`config.mk`:
```
export PLATFORM = sky130hd
export DESIGN_NAME = sw_debouncer
export DESIGN_NICKNAME = d
export VERILOG_FILES = /design/src/rtl/sw_debouncer.sv
export SDC_FILE = /design/constraint.sdc
export NUM_CORES = 1
export LEC_CHECK = 0
export CAP_MARGIN = 20
export CORE_ASPECT_RATIO = 1.5
export CORE_MARGIN = 5
export CORE_UTILIZATION = 57
export CTS_CLUSTER_DIAMETER = 30
export DETAILED_ROUTE_END_ITERATION = 7
export HOLD_SLACK_MARGIN = 0.05
export PLACE_DENSITY_LB_ADDON = 0.08
export SYNTH_ARGS = -nofsm -noshare
export SYNTH_HDL_FRONTEND = slang
export SYNTH_SLANG_ARGS = --single-unit
```
`constraint.sdc`:
```
create_clock -name clk_i -period 2.35 [get_ports clk_i]
set_input_delay 0.47 -clock clk_i [delete_from_list [all_inputs] [get_ports clk_i]]
set_output_delay 0.47 -clock clk_i [all_outputs]
set_load 0.005 [all_outputs]
```
`src/rtl/sw_debouncer.sv`:
```
// Slide-switch conditioner: two-flop synchroniser followed by a word-wide
// stable-time debouncer that commits the whole word at once with a change strobe.
module sw_debouncer #(
    parameter int N_SW    = 8,
    parameter int CNT_MAX = 500000,
    parameter int CNT_W   = 20
) (
    input  logic            clk_i,
    input  logic            rst_i,
    input  logic [N_SW-1:0] sw_i,
    output logic [N_SW-1:0] sw_o,
    output logic            sw_chg_o,
    output logic            busy_o
);

    typedef enum logic {
        IDLE = 1'b0,
        WAIT = 1'b1
    } state_t;

    localparam logic [CNT_W-1:0] CNT_LAST = CNT_W'(CNT_MAX - 1);
    localparam logic [CNT_W-1:0] CNT_ZERO = {CNT_W{1'b0}};
    localparam logic [CNT_W-1:0] CNT_ONE  = CNT_W'(1);

    logic [N_SW-1:0]  sync1_r;
    logic [N_SW-1:0]  sync2_r;
    logic [N_SW-1:0]  sw_s;
    logic [N_SW-1:0]  cand_r;
    logic [N_SW-1:0]  cand_s;
    logic [N_SW-1:0]  sw_r;
    logic [N_SW-1:0]  sw_nxt_s;
    logic [CNT_W-1:0] cnt_r;
    logic [CNT_W-1:0] cnt_s;
    logic             chg_r;
    logic             chg_s;
    logic             busy_r;
    state_t           state_r;
    state_t           state_s;

    // Two-flop synchroniser; the only logic that samples the raw switches.
    always_ff @(posedge clk_i or posedge rst_i) begin
        if (rst_i) begin
            sync1_r <= {N_SW{1'b0}};
            sync2_r <= {N_SW{1'b0}};
        end else begin
            sync1_r <= sw_i;
            sync2_r <= sync1_r;
        end
    end

    assign sw_s = sync2_r;

    // State, candidate, counter and output registers.
    always_ff @(posedge clk_i or posedge rst_i) begin
        if (rst_i) begin
            state_r <= IDLE;
            cand_r  <= {N_SW{1'b0}};
            cnt_r   <= CNT_ZERO;
            sw_r    <= {N_SW{1'b0}};
            chg_r   <= 1'b0;
            busy_r  <= 1'b0;
        end else begin
            state_r <= state_s;
            cand_r  <= cand_s;
            cnt_r   <= cnt_s;
            sw_r    <= sw_nxt_s;
            chg_r   <= chg_s;
            busy_r  <= (state_s == WAIT);
        end
    end

    // Next-state logic; any departure from the candidate restarts the full window.
    always_comb begin
        state_s  = state_r;
        cand_s   = cand_r;
        cnt_s    = cnt_r;
        sw_nxt_s = sw_r;
        chg_s    = 1'b0;
        case (state_r)
            IDLE: begin
                if (sw_s != sw_r) begin
                    state_s = WAIT;
                    cand_s  = sw_s;
                    cnt_s   = CNT_ZERO;
                end else begin
                    state_s = IDLE;
                end
            end
            WAIT: begin
                if (sw_s == sw_r) begin
                    state_s = IDLE;
                    cnt_s   = CNT_ZERO;
                end else if (sw_s != cand_r) begin
                    cand_s = sw_s;
                    cnt_s  = CNT_ZERO;
                end else if (cnt_r == CNT_LAST) begin
                    sw_nxt_s = cand_r;
                    chg_s    = 1'b1;
                    cnt_s    = CNT_ZERO;
                    state_s  = IDLE;
                end else begin
                    cnt_s = cnt_r + CNT_ONE;
                end
            end
            default: begin
                state_s = IDLE;
                cnt_s   = CNT_ZERO;
            end
        endcase
    end

    assign sw_o     = sw_r;
    assign sw_chg_o = chg_r;
    assign busy_o   = busy_r;

endmodule

```
---- Word level (Yosys, flattened, before mapping) ----
Cells that the tools add are included.
word-level totals
  register bits after elaboration ......... 54
  output and inout bits ................... 10
  word-level logic and storage cells ...... 38
operators by class
  add/subtract/negate cells ............... 1
  equality and inequality tests ........... 7
  multiplexer cells ....................... 18
  bitwise gates (word level) .............. 3
  reduce and logical (&&, ||, !) cells .... 2
operators with widths
  cell                                                    number
  2-to-1 mux 20 bit                                       4
  case mux 20 bit (2 select lines)                        1
  2-to-1 mux 8 bit                                        3
  adder 20 x 1 -> 20 bit (second input constant)          1
  equality test 20 x 19 -> 1 bit (second input constant)  1
  != test 8 bit                                           2
  case mux 8 bit (2 select lines)                         1
  equality test 8 bit                                     1
  2-to-1 mux 1 bit                                        8
  != test 2 bit (second input constant)                   2
  AND reduction 4 bit                                     1
  inverter 1 bit                                          3
  AND reduction 3 bit                                     1
  != test 2 x 1 -> 1 bit (second input constant)          1
  case mux 1 bit (2 select lines)                         1

---- Longest topological paths before layout ----
Gate-level depths: netlist (run 1).
  depth after elaboration ................. 5
  gate-level depth with buffers ........... 7
  gate-level depth less buffers ........... 6

---- Worst setup path after synthesis (run 1) ----
OpenSTA, ideal clock, no wires.
  path kind ............................... reg2reg
  start point ............................. register cnt_r[0]
  end point ............................... register cnt_r[18]
  data arrival time ....................... 1.948 ns
  data required time ...................... 2.224 ns
  setup slack ............................. 0.276 ns
  cell stages (with the launch flop) ...... 7
  path buffers ............................ 0
  clock period less this slack ............ 2.074 ns
  cells stage by stage .................... dfrtp_1 > ha_1 > and4_4 > nand4_4 > or4_4 > and2_0 > a221o_1
between the ends
  word-level cells in the longest chain between the ends .. 5
ends and longest elaborated chain
  what                                                                      line     RTL
  start, declared                                                           32       logic [CNT_W-1:0] cnt_r;
  start signal, assigned                                                    65       cnt_r <= cnt_s;
  adder 20 x 1 -> 20 bit or equality test 20 x 19 -> 1 bit (tied branches)  102, 96
  2-to-1 mux 20 bit *                                                       96       end else if (cnt_r == CNT_LAST) begin
  2-to-1 mux 20 bit *                                                       93       end else if (sw_s != cand_r) begin
  2-to-1 mux 20 bit *                                                       90       if (sw_s == sw_r) begin
  case mux 20 bit (2 select lines) *                                        79       case (state_r)
Mark *: on every way between the ends. The rest lies on a longest branch, timed or not.
A chain may end at the register's enable or synchronous reset.

---- Worst setup path after layout (run 1) ----
Same ends and word-level chain as after synthesis.

==> out/qor.yml, run 1 <==
max_stage_delay_ns: 0.55
io_buffer_count: 19
synth_ff_type: "dfrtp_1"
yosys_warnings: 0
finalWeightedCongestion: 0.855
synth_top_area_cell: "dfrtp_1"
synth.ff_latch_count: 54
overflow: 0
finClkSkew_ns: 0.00540
vdd_ir_drop_max_uv: 493
worstMarginPinSlew_ns: 0.424
status: "finished clean"
maxCapViolations: 0
die_x_um: 64.3
die_height_um: 91.4
finalSetupViolCount: 0
worstSetupStartpointType: "flip-flop"
crit_arrival_ns: 2.40
synth_edf_count: 0
timing.fmax_mhz: 452
place_hpwl_um: 3560
rows: 29
postSynth.asyncResetShare: 1.00
ys_types: 38
root_buffer: "clkbuf_8"
clk_latency_ns: 0.30
start_util: 0.593
synthTopCellsByCount: "54 x dfrtp_1, 18 x xnor2_1, 16 x mux2_2"
routedWlPerCell_um: 16.9
clk_path_buf_depth: 2
netlist_instances: 213
worstSetupEndpointType: "flip-flop"
crit_chain: "ha_2, and4_4, nand4_4, or4_4, and2_0, a221o_1"
netlist.area_leader.share: 0.537
io_pins: 20
worst-path-max-fanout: 6
clock_sinks: 54
drt_drc_violations_left: 0
cts_buffers: 5
powerDensity_nw_per_um2: 553
grt_pass1_wl_um: 8550
slowest_stage: "or4_4"
relSlewSlack: 0.716
n_antenna_cell: 0
first_pass_iters: 4
cts_max_level: 2
hold_violations: 0
hp-class: "flip-flop to flip-flop"
drt_iter0_markers: 68
synth.most_common_cell: "dfrtp_1"
final_layout_size_suffix_gt1_frac: 0.178
grtUsageTotal: 0.178
nFillCells: 337
postSynthAreaPerCell_um2: 11.8
worstSetupPathType: "flip-flop to flip-flop"
tritoncts: "yes"
dieArea_um2: 5870
cp_data_required_time_ns: 2.53
cp_top_family: "simple AND/OR/NAND/NOR gates"
rsz0062_at_grt: "false"
fin_tns_setup_ns: 0
fin_crit_ns: 2.21
clk_pin_slew_ns: 0.09
maxSlewViolCount: 0
grt_max_degree: 40
coreArea_um2: 4250
synth_fp_nets: 224
register_area_um2: 1350
leakage_uw: 0.00121
ys_seq_area_frac: 0.537
period_share: 0.941
routed_via_density: 6.13
fin_total_pwr_uw: 1600
antenna_found_initial: 0
synth_area_um2: 2520
crit_buf_inv: 0
layout.nets: 252
area_delta_synth_final_pct: 15.1
multi_input_area_um2: 1110
routed_wl_um: 4860
via_count: 1765
first_global_vias: 1854
synth_area_leaders: "dfrtp_1 54%, mux2_2 7.2%, xnor2_1 6.3%, a221o_1 4.0%, nor3_1 2.8%"
ant_nets: 0
metrics by stage:
stage	util	setup slack [ns]	area [µm²]	instances	hold slack [ns]
2_1_floorplan	-	0.276	2520	213	0.331
3_3_place_gp	0.657	0.211	2790	280	0.333
3_5_place_dp	0.657	0.125	2790	280	0.338
4_1_cts	0.682	0.113	2900	288	0.355
5_1_grt	0.683	0.0306	2900	288	0.370
6_report	0.683	0.139	2900	288	0.354
cell usage in the layout, fill, tap and decap left out, drive strengths merged:
cell type	instances
a21oi	3
o21ai	4
nand2	14
and3	1
clkinv	1
o2111a	2
nor3b	1
nor4b	2
and4	6
inv	6
nor2b	1
a221o	10
buf	7
and2	4
nor4	1
clkdlybuf4s50	19
xor2	4
clkbuf	7
mux2	16
dfrtp	54
or4	1
ha	1
or3	3
nand4	10
nor2	12
o2111ai	1
nand3	8
a22o	7
or2	3
nor3	15
xnor2	18
where the power goes:
group	total [µW]	internal (µW)	switching, µW
clock	554	270	283
combinational	79.9	40.4	39.5
sequential	968	950	18.0
timing repair:
item	CTS	global route
hold buffers	0	0
gates resized for setup	0	1
setup buffers	0	0
setup endpoints to repair	0	1
registers in the layout, summed over array words and instances (netlist names):
name,count
sw_o,8
state_r,1
sw_s,8
sync1_r,8
cand_r,8
sw_chg_o,1
cnt_r,20
path summary, 6_finish.rpt:
kind                                       from                    end  slack [ns]  cells past startpoint
setup / recovery           cnt_r[0]$_DFFE_PP0P_  cnt_r[18]$_DFFE_PP0P_        0.14                      6
hold reg to reg            sync1_r[1]$_DFF_PP0_      sw_s[1]$_DFF_PP0_        0.35                      0
min in group asynchronous                 rst_i   sync1_r[0]$_DFF_PP0_        0.46                      2
hold / removal             sync1_r[1]$_DFF_PP0_      sw_s[1]$_DFF_PP0_        0.35                      0
setup reg to reg           cnt_r[0]$_DFFE_PP0P_  cnt_r[18]$_DFFE_PP0P_        0.14                      6
max in group asynchronous                 rst_i      sw_s[4]$_DFF_PP0_        1.38                      3
logic make-up after synthesis:
group	synth area share
AND/OR/NAND/NOR	0.195
multiplexers	0.0716
flip-flops	0.537
buffers and inverters	0.0248
XOR/XNOR	0.0765
AO/OA/AOI/OAI	0.0905
adder cells (fa/ha/maj)	0.00497
area by class of cell:
cell class / count / share of cell area
clock buffer: 7 / 0.0332
timing repair buffer: 26 / 0.0881
clock inverter: 1 / 0.00302
sequential: 54 / 0.466
multi-input combinational: 148 / 0.382
inverter: 6 / 0.00777
tap: 46 / 0.0199
routing by layer:
layer  vias up  wire length [µm]  global-route usage
met3         2               145              0.0346
li1        834                 -                   -
met5         -                 0                   0
met2        29              2690               0.318
met1       900              1990               0.212
met4         0                29              0.0526
(Power assumes the default switching activity.)
==> run 2: changes to the inputs <==
Settings changed: CORE_UTILIZATION 57 to 30.
==> out/qor.yml, run 2 (same netlist as run 1, synthesis figures left out) <==
finClkSkew_ns: 0.00322  # -0.00218 ns
rows: 41  # +41%
hp-class: "flip-flop to flip-flop"
dpl_cell_area_um2: 2890  # +3.5%
cts_setup_buffers: 0  # unchanged
reg2regPathDepth: 6  # unchanged
first_global_vias: 1750  # -5.6%
root_buffer: "clkbuf_16"
maxCapViolations: 0  # unchanged
clk_path_buf_depth: 2  # unchanged
io_buffer_count: 19  # unchanged
hold_violations: 0  # unchanged
crit_start: "cnt_r[0]$_DFFE_PP0P_"
cts_buffers: 5  # unchanged
grt_max_degree: 46  # +15%
endpoint: "cnt_r[18]$_DFFE_PP0P_"
regMostFlops: "cnt_r"
place_hpwl_um: 3850  # +8.3%
drt_iter0_markers: 62  # -8.8%
routed_wl_um: 5480  # +13%
worstSetupPathType: "flip-flop to flip-flop"
clk_latency_ns: 0.29  # about the same
grt_pass1_wl_um: 9140  # +6.9%
maxSlewViolCount: 0  # unchanged
antenna_found_initial: 0  # unchanged
io_pins: 20  # unchanged
clk_pin_slew_ns: 0.07  # -0.02 ns
timing.fmax_mhz: 453  # +0.17%
worst-path-max-fanout: 6  # unchanged
slowest_stage: "or4_4"
dieArea_um2: 10400  # +76%
tritoncts: "yes"
cts_resized: 0  # unchanged
first_pass_iters: 4  # unchanged
fin_crit_ns: 2.21  # -0.00383 ns
final_layout_size_suffix_gt1_frac: 0.180  # +0.00264
routed_via_density: 4.94  # -19%
layout.nets: 254  # +0.79%
finalWeightedCongestion: 0.728  # -15%
leakage_uw: 0.00125  # +2.8%
r2r_slack_ns: 0.14  # about the same
cts_hold_buf: 0  # unchanged
clock_sinks: 54  # unchanged
worstMarginPinSlew_ns: 0.450  # +0.0257 ns
final_cell_mix: "54 x dfrtp_1, 19 x clkdlybuf4s50_1, 18 x xnor2_1, 16 x mux2_2, 14 x nand2_1"
vdd_ir_drop_max_uv: 263  # -47%
worstSetupStartpointType: "flip-flop"
rsz0062_at_grt: "false"
largest_reg_flops: 20  # unchanged
post-place-ws_ns: 0.146  # +0.0216 ns
cp_data_required_time_ns: 2.53  # about the same
grtUsageTotal: 0.115  # -0.0637
ant_nets: 0  # unchanged
final_area_um2: 3050  # +5.4%
period_share: 0.939  # -0.00163
overflow: 0  # unchanged
drt_drc_violations_left: 0  # unchanged
max_stage_delay_ns: 0.54  # about the same
die_x_um: 84.8  # +32%
via_count: 1733  # -1.8%
powerDensity_nw_per_um2: 619  # +12%
status: "finished clean"
area_delta_synth_final_pct: 21.3
r2r_end: "cnt_r[18]$_DFFE_PP0P_"
routedWlPerCell_um: 15.6  # -7.4%
cts_max_level: 2  # unchanged
n_antenna_cell: 0  # unchanged
die_height_um: 122  # +34%
worstSetupEndpointType: "flip-flop"
finalSetupViolCount: 0  # unchanged
coreArea_um2: 8310  # +96%
crit_chain: "ha_1, and4_4, nand4_4, or4_4, and2_0, a221o_1"
crit_arrival_ns: 2.38  # -0.02 ns
fin_tns_setup_ns: 0  # unchanged
layout_commonest_cell: "dfrtp_1"
r2r_start: "cnt_r[0]$_DFFE_PP0P_"
worst_slack_ns: 0.142  # +0.00383 ns
relSlewSlack: 0.699  # -0.0172
start_util: 0.303  # -0.290
==> run 2: cell types whose count changed in the layout (fill, tap and decap cells not counted), sizes merged <==
cell | before | now
buf | 7 | 9
bufinv | 0 | 1
clkbuf | 7 | 6
clkinv | 1 | 0
clkinvlp | 0 | 1
==> run 2: worst min path at each step <==
stage / startpoint / endpoint / slack [ns] / cells after the start
after global placement: sync1_r[4]$_DFF_PP0_ / sw_s[4]$_DFF_PP0_ / 0.33 / 0
final: sync1_r[6]$_DFF_PP0_ / sw_s[6]$_DFF_PP0_ / 0.35 / 0
after CTS: sync1_r[6]$_DFF_PP0_ / sw_s[6]$_DFF_PP0_ / 0.35 / 0
after floorplan: sync1_r[0]$_DFF_PP0_ / sw_s[0]$_DFF_PP0_ / 0.33 / 0
after detailed placement: sync1_r[2]$_DFF_PP0_ / sw_s[2]$_DFF_PP0_ / 0.34 / 0
after global routing: sync1_r[6]$_DFF_PP0_ / sw_s[6]$_DFF_PP0_ / 0.36 / 0
==> run 2: critical path, delay by kind of cell, from the launching register on <==
family	cells	cell delay, ns
simple gates	4	1.14
compound gates	1	0.32
flops	1	0.39
fa+ha+maj	1	0.25
==> run 2: metrics by stage <==
step	hold slack, ns	std cells	util	total power (µW)
finish	0.351	351	0.367	1890
floorplan	0.331	213	-	1030
global route	0.357	351	0.367	1970
detailed placement	0.340	343	0.347	1070
global placement	0.333	343	0.347	1070
CTS	0.355	351	0.367	1920
==> run 2: metal layers <==
metal / share of wire / track usage / up-vias
met5: 0 / 0 / -
met4: 0.018 / 0.0505 / 0
met3: 0.032 / 0.0237 / 6
met2: 0.53 / 0.201 / 25
met1: 0.42 / 0.134 / 856
li1: - / - / 846
==> run 2: power breakdown <==
group | leakage (µW) | internal (µW) | switching [µW] | total [µW]
registers | 0.000694 | 951 | 17.3 | 968
clock network | 0.0000771 | 504 | 336 | 840
logic | 0.000478 | 40.8 | 40.7 | 81.5
total | 0.00125 | 1500 | 394 | 1890
==> run 2: final cells by class <==
cell class,instances,area [µm²]
clock buffer,6,129
multi-input combinational,148,1110
inverter,6,22.5
tap,107,134
sequential,54,1350
timing repair buffer,28,270
clock inverter,2,37.5
fill,840,5260
==> run 3: changes to the inputs <==
Settings changed: CORE_UTILIZATION 30 to 57, SKIP_LAST_GASP set to 1.
==> results of run 3 <==
Final layout, timing and power as in run 1 (identical DEF).
